===== config.mk =====
export PLATFORM = sky130hd
export DESIGN_NAME = transmissor_paridade
export DESIGN_NICKNAME = d
export VERILOG_FILES = /design/src/rtl/transmissor_paridade.sv
export SDC_FILE = /design/constraint.sdc
export NUM_CORES = 1
export LEC_CHECK = 0
export ABC_AREA = 1
export CORE_UTILIZATION = 55
export CTS_BUF_LIST = sky130_fd_sc_hd__clkbuf_16
export CTS_CLUSTER_SIZE = 25
export DETAILED_ROUTE_END_ITERATION = 16
export HOLD_SLACK_MARGIN = 0.1
export PLACE_DENSITY_LB_ADDON = 0.15
export SETUP_SLACK_MARGIN = 0.02
export SYNTH_ARGS = -nofsm -noshare
export SYNTH_HDL_FRONTEND = slang
export SYNTH_SLANG_ARGS = --single-unit

===== constraint.sdc =====
create_clock -name clk -period 2.9 [get_ports clk]
set_input_delay 0.87 -clock clk [delete_from_list [all_inputs] [get_ports clk]]
set_output_delay 0.87 -clock clk [all_outputs]
set_load 0.02 [all_outputs]

===== src/rtl/transmissor_paridade.sv =====
// Serial transmitter for a 5-bit word with odd parity.
// Frame on tx: start(0), E[0]..E[4] LSB first, parity, stop(1).
// Every bit lasts BAUD_DIV clocks, timed by a down-counter.
module transmissor_paridade #(
    parameter int BAUD_DIV = 4
) (
    input  logic       clk,
    input  logic       rst_n,
    input  logic [4:0] E,
    input  logic       valido,
    output logic       pronto,
    output logic       tx,
    output logic       ocupado,
    output logic       paridade
);

    typedef enum logic [2:0] {
        OCIOSO,
        INICIO,
        DADOS,
        PARIDADE,
        PARADA
    } estado_t;

    // Counter reload: the counter counts down to zero, so a bit spans BAUD_DIV edges.
    localparam logic [7:0] RECARGA = 8'(BAUD_DIV - 1);

    estado_t    estado;
    logic [7:0] cnt;
    logic [2:0] bitidx;
    logic [4:0] shreg;

    // Frame sequencer; every output is registered so tx cannot glitch.
    always_ff @(posedge clk or negedge rst_n) begin
        if (!rst_n) begin
            estado   <= OCIOSO;
            cnt      <= '0;
            bitidx   <= '0;
            shreg    <= '0;
            tx       <= 1'b1;
            pronto   <= 1'b1;
            ocupado  <= 1'b0;
            paridade <= 1'b0;
        end else if (estado == OCIOSO) begin
            // pronto is high whenever we sit here, so valido alone accepts.
            if (valido) begin
                estado   <= INICIO;
                cnt      <= RECARGA;
                shreg    <= E;
                paridade <= ~^E;
                tx       <= 1'b0;
                pronto   <= 1'b0;
                ocupado  <= 1'b1;
            end
        end else if (cnt != 8'd0) begin
            cnt <= cnt - 8'd1;
        end else begin
            // Bit boundary: reload the counter and drive the next bit.
            cnt <= RECARGA;
            case (estado)
                INICIO: begin
                    estado <= DADOS;
                    bitidx <= 3'd0;
                    tx     <= shreg[0];
                    shreg  <= {1'b0, shreg[4:1]};
                end
                DADOS: begin
                    if (bitidx == 3'd4) begin
                        estado <= PARIDADE;
                        tx     <= paridade;
                    end else begin
                        bitidx <= bitidx + 3'd1;
                        tx     <= shreg[0];
                        shreg  <= {1'b0, shreg[4:1]};
                    end
                end
                PARIDADE: begin
                    estado <= PARADA;
                    tx     <= 1'b1;
                end
                default: begin
                    // PARADA finished: back to idle, line stays high.
                    estado  <= OCIOSO;
                    cnt     <= '0;
                    tx      <= 1'b1;
                    pronto  <= 1'b1;
                    ocupado <= 1'b0;
                end
            endcase
        end
    end

endmodule


After elaboration in Yosys (flattened, before gate mapping)
Cells that the tools add are included.

Bits in registers: 23. Output and inout port bits: 4.

$add $sub $neg: 2. Equality and inequality tests: 10. Muxes and demuxes: 28. Bitwise operators: 2. Reductions and logical operators: 12.

Operators with widths (count): $mux W8 (3); $mux W5 (4); $mux W3 (5); $mux W1 (11); $pmux W5 S2 (1); $pmux W3 S3 (1); $reduce_and A4 Y1 (2); $reduce_bool A8 Y1 (1); $sub A8 B1 Y8 const B (1); $eq A3 B2 Y1 const B (2); $ne A2 B2 Y1 const B (3); $ne A3 B3 Y1 const B (2); $pmux W3 S2 (1); $reduce_and A3 Y1 (2); $reduce_xnor A5 Y1 (1); $reduce_and A2 Y1 (2); $add A3 B1 Y3 const B (1); $eq A3 B1 Y1 const B (1); $eq A3 B3 Y1 const B (1); $logic_not A3 Y1 (1); $reduce_bool A3 Y1 (1); $reduce_or A3 Y1 (1); $mux W2 (1); $ne A2 B1 Y1 const B (1); 3 further kinds (4).

Logic depth before layout (Yosys ltp)
Gate-level depths: netlist of the first run.

Depth in word-level cells: 5. Gate-level depth with buffers: 10.

Worst setup path after synthesis of the first run
OpenSTA, ideal clock, no wires.

Path kind: reg2reg. From: register cnt[0]. To: register ocupado. Data arrival time: 1392 ps. Data required time: 2783 ps. Path slack: 1391 ps. Cell stages (with the launch flop): 11. Clock period less this slack: 1509 ps. Cells stage by stage: dfrtp_1 inv_1 ha_1 nand2_1 nor2_1 nand3_4 nand2_4 buf_6 nand2_2 nand2_1 nand2_1.

Word-level cells in the longest chain between the ends: 3.

Ends and longest elaborated chain: start, declared (line 29) `logic [7:0] cnt;`; start signal, assigned (line 56) `cnt <= cnt - 8'd1;`; $reduce_bool A8 Y1 (line 55) `end else if (cnt != 8'd0) begin`; $ne A2 B2 Y1 (no line); $reduce_and A3 Y1 (no line); end signal, assigned (line 42) `ocupado <= 1'b0;`; end signal, assigned (line 53) `ocupado <= 1'b1;`; end signal, assigned (line 87) `ocupado <= 1'b0;`; end, declared (line 13) `output logic ocupado,`.

No other way between the ends. A chain may end at the register's enable or synchronous reset.

Final worst setup path of the first run
From: register tx. To: output tx.

RTL lines: start, declared (line 12) `output logic tx,`; start signal, assigned (line 64) `tx <= shreg[0];`; start signal, assigned (line 70) `tx <= paridade;`; start signal, assigned (line 73) `tx <= shreg[0];`.

No word-level cell between the ends.

==> metrics, run 1 <==
GR Util All Layers 24.24%; CP required 2030 ps; crit path max-delay cell type clkdlybuf4s50_1; fmax 0.4440 GHz; DIE AREA 2704 µm²; FF+latch count, synth 23; CTS sink count 23; hpwl dp 2.050 mm; port bufs 11; post-CTS setup buffers 0; Congestion Overflow GR 0; DRC Markers 0; ranking of synthesized cells by area dfrtp_1 (38%), nand2_1 (20%), nand3_1 (8.0%); Max FO, Critical Path 2; pin count of the biggest net entering global routing 24; setup TNS 0 ps; critical path capture point type primary output; Slew Limit Headroom 78.56%; dominant cell type by area after synthesis dfrtp_1; Final Max Slew Viols 0; worst slew pin tran 318.3 ps; Routed Antenna Nets 0; Initial Utilization 60.42%; period utilisation layout 77.66%; clk slew on worst S/H paths 60 ps; syn avg cell area 7.199 µm²; Hold Path End tx; vias per inst 5.210; critical path class flop to primary output; minimum clock period after layout 2252 ps; Peak VDD IR 0.6921 mV; Synth cell types 22; vias in the first global route 1110; clk_lat worst skew 260 ps; post-synthesis cell area 1375 µm²; Fillers 186; post-DR wirelength/cell 11.56 µm; max-cap violations 0; startpoint type of the worst setup path flop; clock root buffer clkbuf_16; wire length of the first global-routing pass 4.774 mm; Worst R2R Setup Slack 1190 ps; Yosys warnings 0; Crit path max-delay family buffers and inverters; Lkg Pwr 0.0008459 µW; max incr delay on CP 600 ps; CTS Buf Count 3; worst clock skew 1.849 ps; Total Nets Final 217; Post-Syn Nets 202; via count 1214; synthesized instance count 191; CTS H-tree depth 1; hold depth 2; Yosys top cell area share 38.22%; Die Wd 52 µm; Multi-input gate area 680.7 µm²; antenna violations before repair 0; sequential area share after synthesis 42.04%; CP Cell Sequence clkdlybuf4s50_1; hold_buf cts 0; Longest Clk Path Bufs 2; final wirelength 2.693 mm; Worst EP arrival 1380 ps; DRT iter0 DRCs 33; pwr/cell area 1024 nW/µm²; TritonCTS clock tree done; Final Setup Violations 0; RSZ-0062 raised after global routing false; Min-Delay Startpoint tx; Area growth, synth to finish 15.20%; worst r2r dst shreg[2]; crit path buf inv count 1; post-cts repair resize count 0; Final Hold Fails 0; outcome completed; ANT cells 0; RR Startpoint cnt[0]; DIE HEIGHT 52 µm; area occupied by registers 578.1 µm²; iteration count of the initial detailed-routing pass 4; Worst Reg-to-Reg Cells 9; share of cells above drive strength 1 7.805%; HP Class flop to flop; Ports 12; Core Area 2276 µm²; Min Hold Slack 463.5 ps; GP Congestion 0.8411; Core Rows 17
[layout by cell type, fill, tap and decap left out]
cell / count
nand2_1: 72
inv_1: 23
nand3_1: 22
dfrtp_1: 21
nor2_1: 14
clkdlybuf4s50_1: 11
o21ai_0: 10
inv_2: 3
nand2_2: 3
xor2_1: 3
ha_1: 3
clkbuf_16: 3
nand2_4: 2
o22ai_1: 2
nand4_1: 2
nand3b_1: 2
dfstp_2: 2
nor2_2: 1
nand3_4: 1
a21oi_1: 1
o211ai_1: 1
a21boi_0: 1
xnor2_1: 1
buf_4: 1
[where the power goes]
group / switching (µW) / total (µW) / internal, µW
combinational: 513 / 778 / 264
sequential: 98.2 / 547 / 448
clock: 114 / 298 / 184
total: 725 / 1620 / 897
[state kept, by name, summed over array words and instances, names as in the netlist]
name	cells
bitidx	3
cnt	8
estado	3
ocupado	1
paridade	1
pronto	1
shreg	5
tx	1
[how the worst max path moves through the flow]
stage	end	depth (start not counted)	slack [ps]	from
after global placement	shreg[2]	6	900	valido
after floorplan	ocupado	10	1390	cnt[0]
after global routing	pronto	1	620	pronto
final	tx	1	650	tx
after detailed placement	shreg[4]	6	870	valido
after CTS	tx	1	640	tx
[area by class of cell]
class | count | share of cell area (%)
Multi-Input combinational cell | 141 | 42.97
Sequential cell | 23 | 36.49
Timing Repair Buffer | 12 | 7.425
Inverter | 25 | 5.924
Clock buffer | 3 | 4.739
Tap cell | 28 | 2.212
Clock inverter | 1 | 0.2370
[cells by family (layout without fill, tap and decap cells)]
kind of cell	Yosys count	count (layout)	share of synthesized area (%)
AND/OR/NAND/NOR	119	119	38.22
buffers and inverters	27	41	8.462
flip-flops	23	23	42.04
AO/OA/AOI/OAI	15	15	6.006
XOR/XNOR	4	4	2.548
adder cells (fa/ha/maj)	3	3	2.730
[metal layers]
layer	vias to the layer above	part of all wire, %	track usage (%)
li1	631	-	-
met1	553	50	33.64
met2	25	44	37.82
met3	5	3.4	2.632
met4	0	1.7	10.81
met5	-	0	0
[synth_stat cells]
master,n
dfstp_2,2
nand3_4,1
nand3b_1,2
nand4_1,2
xor2_1,3
buf_6,2
o211ai_1,1
nor2_2,1
dfrtp_1,21
o21ai_0,10
xnor2_1,1
a21oi_1,1
nand2_2,3
a21boi_0,1
inv_2,3
nand2_1,72
nor2_1,14
nand2_4,2
inv_1,22
nand3_1,22
ha_1,3
o22ai_1,2
[through the flow]
step                      worst slack [ps]  cells  instance area [µm²]  total power [µW]  utilization [%]
after floorplan                       1391    191                 1375              1150                -
after global placement               895.6    229                 1505              1289            66.14
after detailed placement             867.6    229                 1505              1324            66.14
after CTS                            635.3    233                 1584              1626            69.60
after global routing                 616.8    233                 1584              1770            69.60
final                                647.9    233                 1584              1622            69.60
Note: power is estimated with default switching activity, not from simulation.
==> run 2: changes to the inputs <==
==> constraint.sdc (replaced) <==
create_clock -name clk -period 2.15 [get_ports clk]
set_input_delay 0.645 -clock clk [delete_from_list [all_inputs] [get_ports clk]]
set_output_delay 0.645 -clock clk [all_outputs]
set_load 0.02 [all_outputs]
==> results of run 2 <==
Same layout as run 1 (identical final DEF). Status: completed.
Main changes from that run: setup slack after placement 867.6 ps -> 342.6 ps; setup slack after layout 647.9 ps -> 122.9 ps; register-to-register setup slack 1190 ps -> 440 ps; total power 1622 µW -> 2188 µW; worst IR drop on VDD 0.6921 mV -> 0.9335 mV
